## src/rtl/lc3_pkg.sv

```systemverilog
// Shared types and constants for the LC-3 memory access unit.
// MMIO register map, bus width and FSM state encoding.
package lc3_pkg;

  localparam int WORD_W = 16;

  typedef logic [WORD_W-1:0] word_t;

  typedef enum logic [1:0] {
    IDLE,
    MEM,
    DONE,
    RELEASE
  } state_t;

  localparam word_t KBSR_ADDR = 16'hFE00;
  localparam word_t KBDR_ADDR = 16'hFE02;
  localparam word_t DSR_ADDR  = 16'hFE04;
  localparam word_t DDR_ADDR  = 16'hFE06;

  typedef struct packed {
    logic kbsr;
    logic kbdr;
    logic dsr;
    logic ddr;
  } mmio_sel_t;

endpackage

```

## src/rtl/lc3_mem_ctrl_if.sv

```systemverilog
// Memory-side req/rdy bus of the LC-3 access unit.
// master = access unit, slave = memory.
interface lc3_mem_ctrl_if;
  import lc3_pkg::*;

  logic  mem_req;
  logic  mem_we;
  word_t mem_addr;
  word_t mem_wdata;
  word_t mem_rdata;
  logic  mem_rdy;

  modport master (
    output mem_req,
    output mem_we,
    output mem_addr,
    output mem_wdata,
    input  mem_rdata,
    input  mem_rdy
  );

  modport slave (
    input  mem_req,
    input  mem_we,
    input  mem_addr,
    input  mem_wdata,
    output mem_rdata,
    output mem_rdy
  );

endinterface

```

## src/rtl/lc3_mmio_dec.sv

```systemverilog
// MAR decode for keyboard/display registers.
// Gives hit/select lines and the MMIO read-data mux.
module lc3_mmio_dec
  import lc3_pkg::*;
#(
  parameter bit MMIO_EN = 1'b1
) (
  input  word_t       addr,
  input  logic        kbd_valid,
  input  logic [7:0]  kbd_data,
  input  logic        dsp_rdy,
  output logic        hit,
  output logic        is_kbdr,
  output logic        is_ddr,
  output word_t       rdata
);

  mmio_sel_t sel;

  always_comb begin
    sel = '0;
    if (MMIO_EN) begin
      sel.kbsr = (addr == KBSR_ADDR);
      sel.kbdr = (addr == KBDR_ADDR);
      sel.dsr  = (addr == DSR_ADDR);
      sel.ddr  = (addr == DDR_ADDR);
    end
    hit     = |sel;
    is_kbdr = sel.kbdr;
    is_ddr  = sel.ddr;
    rdata   = '0;
    unique case (1'b1)
      sel.kbsr: rdata = {kbd_valid, 15'b0};
      sel.kbdr: rdata = {8'b0, kbd_data};
      sel.dsr:  rdata = {dsp_rdy, 15'b0};
      default:  rdata = '0;
    endcase
  end

endmodule

```

## src/rtl/lc3_mem_ctrl.sv

```systemverilog
// LC-3 MAR/MDR and memory/MMIO access sequencer.
// One access per mio_en request, R pulse on completion.
module lc3_mem_ctrl
  import lc3_pkg::*;
#(
  parameter bit MMIO_EN = 1'b1
) (
  input  logic                  clk,
  input  logic                  rst,
  input  logic                  ld_mar,
  input  logic                  ld_mdr,
  input  logic                  mio_en,
  input  logic                  r_w,
  input  word_t                 bus_in,
  output word_t                 mar_out,
  output word_t                 mdr_out,
  output logic                  r,
  lc3_mem_ctrl_if.master        mem,
  input  logic                  kbd_valid,
  input  logic [7:0]            kbd_data,
  output logic                  kbd_ack,
  input  logic                  dsp_rdy,
  output logic                  ddr_wr,
  output logic [7:0]            ddr_data
);

  state_t state;
  state_t state_nx;
  word_t  mar;
  word_t  mdr;
  logic   wr_q;

  logic   hit;
  logic   is_kbdr;
  logic   is_ddr;
  word_t  mmio_rdata;

  lc3_mmio_dec #(
    .MMIO_EN (MMIO_EN)
  ) u_dec (
    .addr      (mar),
    .kbd_valid (kbd_valid),
    .kbd_data  (kbd_data),
    .dsp_rdy   (dsp_rdy),
    .hit       (hit),
    .is_kbdr   (is_kbdr),
    .is_ddr    (is_ddr),
    .rdata     (mmio_rdata)
  );

  always_ff @(posedge clk or posedge rst) begin
    if (rst) begin
      state <= IDLE;
    end else begin
      state <= state_nx;
    end
  end

  always_comb begin
    state_nx = state;
    unique case (state)
      IDLE:    if (mio_en) state_nx = hit ? DONE : MEM;
      MEM:     if (mem.mem_rdy) state_nx = DONE;
      DONE:    state_nx = RELEASE;
      RELEASE: if (!mio_en) state_nx = IDLE;
    endcase
  end

  // MAR/MDR only move in IDLE or on read completion
  always_ff @(posedge clk or posedge rst) begin
    if (rst) begin
      mar  <= '0;
      mdr  <= '0;
      wr_q <= 1'b0;
    end else begin
      if (state == IDLE) begin
        if (ld_mar) mar <= bus_in;
        if (mio_en) begin
          wr_q <= r_w;
          if (hit && !r_w) mdr <= mmio_rdata;
        end else if (ld_mdr) begin
          mdr <= bus_in;
        end
      end
      if (state == MEM && mem.mem_rdy && !wr_q) begin
        mdr <= mem.mem_rdata;
      end
    end
  end

  assign mem.mem_req   = (state == MEM);
  assign mem.mem_we    = (state == MEM) && wr_q;
  assign mem.mem_addr  = mar;
  assign mem.mem_wdata = mdr;

  assign r        = (state == DONE);
  assign kbd_ack  = r && !wr_q && is_kbdr;
  assign ddr_wr   = r && wr_q && is_ddr;
  assign ddr_data = mdr[7:0];
  assign mar_out  = mar;
  assign mdr_out  = mdr;

endmodule

```

## src/flat_wrapper.sv

```systemverilog
// flat-port wrapper written by rule: the top's interface ports become plain ports
module lc3_mem_ctrl_flat import lc3_pkg::*;
#(
  parameter bit MMIO_EN = 1'b1
)
  (clk, rst, ld_mar, ld_mdr, mio_en, r_w, bus_in, mar_out, mdr_out, r, kbd_valid, kbd_data, kbd_ack, dsp_rdy, ddr_wr, ddr_data, mem_mem_req, mem_mem_we, mem_mem_addr, mem_mem_wdata, mem_mem_rdata, mem_mem_rdy);
  lc3_mem_ctrl_if mem_i ();
  input  logic clk;
  input  logic rst;
  input  logic ld_mar;
  input  logic ld_mdr;
  input  logic mio_en;
  input  logic r_w;
  input  word_t bus_in;
  output word_t mar_out;
  output word_t mdr_out;
  output logic r;
  input  logic kbd_valid;
  input  logic [7:0] kbd_data;
  output logic kbd_ack;
  input  logic dsp_rdy;
  output logic ddr_wr;
  output logic [7:0] ddr_data;
  output wire logic [$bits(mem_i.mem_req)-1:0] mem_mem_req;
  output wire logic [$bits(mem_i.mem_we)-1:0] mem_mem_we;
  output wire logic [$bits(mem_i.mem_addr)-1:0] mem_mem_addr;
  output wire logic [$bits(mem_i.mem_wdata)-1:0] mem_mem_wdata;
  input wire logic [$bits(mem_i.mem_rdata)-1:0] mem_mem_rdata;
  input wire logic [$bits(mem_i.mem_rdy)-1:0] mem_mem_rdy;
  assign mem_mem_req = mem_i.mem_req;
  assign mem_mem_we = mem_i.mem_we;
  assign mem_mem_addr = mem_i.mem_addr;
  assign mem_mem_wdata = mem_i.mem_wdata;
  assign mem_i.mem_rdata = mem_mem_rdata;
  assign mem_i.mem_rdy = mem_mem_rdy;
  lc3_mem_ctrl #(.MMIO_EN(MMIO_EN)) u_core (.clk(clk), .rst(rst), .ld_mar(ld_mar), .ld_mdr(ld_mdr), .mio_en(mio_en), .r_w(r_w), .bus_in(bus_in), .mar_out(mar_out), .mdr_out(mdr_out), .r(r), .mem(mem_i), .kbd_valid(kbd_valid), .kbd_data(kbd_data), .kbd_ack(kbd_ack), .dsp_rdy(dsp_rdy), .ddr_wr(ddr_wr), .ddr_data(ddr_data));
endmodule
```

## config.mk

```make
export PLATFORM = sky130hd
export DESIGN_NAME = lc3_mem_ctrl_flat
export DESIGN_NICKNAME = d
export VERILOG_FILES = /design/src/rtl/lc3_pkg.sv /design/src/rtl/lc3_mem_ctrl_if.sv /design/src/rtl/lc3_mmio_dec.sv /design/src/rtl/lc3_mem_ctrl.sv /design/src/flat_wrapper.sv
export SDC_FILE = /design/constraint.sdc
export NUM_CORES = 1
export LEC_CHECK = 0
export ABC_CLOCK_PERIOD_IN_PS = 6150
export CORE_AREA = 2 2 77 79
export CTS_CLUSTER_SIZE = 20
export DETAILED_ROUTE_END_ITERATION = 16
export DIE_AREA = 0 0 79 81
export GPL_ROUTABILITY_DRIVEN = 0
export GPL_TIMING_DRIVEN = 0
export PLACE_DENSITY = 0.91
export SLEW_MARGIN = 20
export SYNTH_ARGS = -nofsm -noshare
export SYNTH_HDL_FRONTEND = slang
export SYNTH_SLANG_ARGS = --single-unit
```

## constraint.sdc

```tcl
create_clock -name clk -period 6.15 [get_ports clk]
set_clock_uncertainty 0.2 [all_clocks]
set_input_delay 1.23 -clock clk [delete_from_list [all_inputs] [get_ports clk]]
set_output_delay 1.23 -clock clk [all_outputs]
set_load 0.01 [all_outputs]
```

==> flow_summary.json <==
{
  "endpoint_kind": "primary output",
  "hold_violations": 0,
  "grt_overflow": 0,
  "ys_ff_latch": 35,
  "track_usage_pct": 20.0,
  "maxCapViolCount": 0,
  "synthCells": 209,
  "finalNonFillerCells": 417,
  "status": "finished clean",
  "synth.avg_cell_area_um2": 10.8,
  "async_flop_share_pct": 100,
  "cts_buffers": 5,
  "yosysMostFrequentCell": "buf_4",
  "rsz0062_at_grt": "false",
  "dr.pass1.iters": 4,
  "worst_ep_arrival_time_ns": 2.43,
  "die_x_um": 79,
  "vias": 2011,
  "synthTopCellsByArea": "dfrtp_1, buf_4, mux2_2, mux2_4, mux2i_1",
  "dp_cells": 409,
  "synth_top_area_cell": "dfrtp_1",
  "num_io_pins": 126,
  "path_cells": "nor4b_4, nand4_4, clkbuf_1, nor4_1, clkdlybuf4s50_1",
  "drc_errors": 0,
  "post_cts_resized": 0,
  "max_stage_delay_ns": 0.58,
  "ys.flop_type": "dfrtp_1",
  "synth.distinct_cells": 30,
  "holdBufCountCts": 0,
  "path_buf_inv": 2,
  "area_growth_pct": 65.3,
  "path_delay_family": "buffers and inverters",
  "antenna_found_initial": 0,
  "die_h_um": 81,
  "critPathKind": "reg2out",
  "initialDrtViolationCount": 46,
  "antenna_cells": 0,
  "clk-insertion-delay-late_ns": 0.28,
  "clock_sinks": 35,
  "ir_worst_vdd_uv": 264,
  "port_buffers": 125,
  "placed_cell_area_um2": 3610,
  "grt_pass1_vias": 1988,
  "core_um2": 5680,
  "finalWirelength_mm": 6.43,
  "clock_path_buffers": 2,
  "max_freq_mhz": 259,
  "nets": 394,
  "relSlewSlack_pct": 50.5,
  "period_needed_ns": 3.86,
  "crit_fanout": 10,
  "hpwlAfterDp_mm": 5.10,
  "worst_slew_pin_slew_ns": 0.742,
  "yosys_warnings": 0,
  "cts_setup_buffers": 0,
  "wl_per_cell_um": 15.4,
  "num_rows": 28,
  "critPathRequiredTime_ns": 4.72,
  "start_util_pct": 39.9,
  "startpoint_type": "flip-flop",
  "yosysSeqAreaShare_pct": 38.7,
  "grt_pass1_wl_mm": 9.89,
  "cts.htree.levels": 2,
  "final_util_pct": 65.9,
  "slew_violations": 0,
  "synth_top_area_share_pct": 38.7,
  "cellLeakagePower_nw": 1.65,
  "netlist_area_um2": 2260,
  "cts.clk_slew.worst_paths_ns": 0.07,
  "grt_max_degree": 36,
  "crit_slowest_cell": "clkdlybuf4s50_1",
  "yosys-top-cells-count": "buf_4, dfrtp_1, mux2_2, nand2_1, o21ai_0",
  "ant_nets": 0,
  "fin_tns_setup_ns": 0,
  "synth_edf_count": 0,
  "min_path_type": "reg2reg",
  "final_area_um2": 3740,
  "cts_tree": "yes",
  "drive_gt1_share_pct": 25.7,
  "power.density_nw_per_um2": 485,
  "finalSetupViolations": 0,
  "post-route-period-util_pct": 62.8,
  "synth_fp_nets": 262,
  "clockRootBuffer": "clkbuf_8",
  "viasPerCell": 4.82,
  "die_area_um2": 6400
}
## area by class of cell
| type | count | area, µm² |
|---|---|---|
| buffer | 48 | 343 |
| clock buffer | 6 | 72.6 |
| clock inverter | 2 | 60.1 |
| fill | 459 | 1940 |
| inverter | 6 | 22.5 |
| multi-input combinational | 120 | 1020 |
| sequential | 35 | 876 |
| tap | 75 | 93.8 |
| timing repair buffer | 125 | 1250 |
## kinds of logic (layout without fill, tap and decap cells)
kind of cell | Yosys count | after routing | synth area share, %
compound gates | 29 | 29 | 8.30
mux | 45 | 45 | 23.5
flops | 35 | 35 | 38.7
simple gates | 42 | 42 | 11.2
buf+inv | 54 | 187 | 16.1
fa+ha+maj | 4 | 4 | 2.21
## registers in the layout (all words and copies together), names as in the netlist
register and flops:
u_core.mar_out 16, u_core.mdr_out 16, u_core.state 2, u_core.wr_q 1
## worst paths after layout
| check | from | to | slack [ns] | cells after the start |
|---|---|---|---|---|
| worst max-delay path | u_core.mar_out[5]$_DFFE_PP0P_ | kbd_ack | 2.29 | 5 |
| worst min-delay path | u_core.mdr_out[15]$_DFFE_PP0P_ | u_core.mdr_out[15]$_DFFE_PP0P_ | 0.34 | 1 |
| worst max register to register | u_core.state[1]$_DFFE_PP0P_ | u_core.mdr_out[0]$_DFFE_PP0P_ | 3.69 | 7 |
| worst min register to register | u_core.mdr_out[15]$_DFFE_PP0P_ | u_core.mdr_out[15]$_DFFE_PP0P_ | 0.34 | 1 |
| max in group asynchronous | rst | u_core.mdr_out[7]$_DFFE_PP0P_ | 4.07 | 2 |
| min in group asynchronous | rst | u_core.mdr_out[14]$_DFFE_PP0P_ | 1.19 | 2 |
## layout by cell type (no fill, tap or decap), types with 2 or more instances in the layout
cell type          n
dfrtp_1           35
o21ai_0           18
bufinv_16          2
o31ai_1            8
ha_1               4
inv_1              4
clkbuf_8           5
nor2_1             2
mux2_4            10
nand3b_1           2
clkdlybuf4s50_1  125
mux2_2            24
nand2_1           20
nor2b_1            8
buf_4             40
clkbuf_1           7
mux2i_1           11
## layer usage
metal  share of wire (%)  vias to the layer above  track usage, %
met1                  42                      973            24.3
met3                 5.8                        6            5.11
li1                    -                      948               -
met4                0.86                        0            5.17
met5                   0                        -               0
met2                  52                       84            35.6
## power breakdown
part | internal, mW | total [mW] | switching, mW
logic | 0.723 | 1.11 | 0.386
registers | 0.338 | 0.462 | 0.123
clock network | 0.162 | 0.244 | 0.0823
## per-stage QoR
step | hold WS, ns | power [mW] | worst slack [ns]
after floorplan | 0.300 | 1.02 | 3.15
after global placement | 0.323 | 1.55 | 2.57
after detailed placement | 0.326 | 1.58 | 2.58
after CTS | 0.348 | 1.83 | 2.24
after global routing | 0.369 | 1.92 | 2.14
final | 0.343 | 1.81 | 2.29
Note: power is estimated with default switching activity, not from simulation.
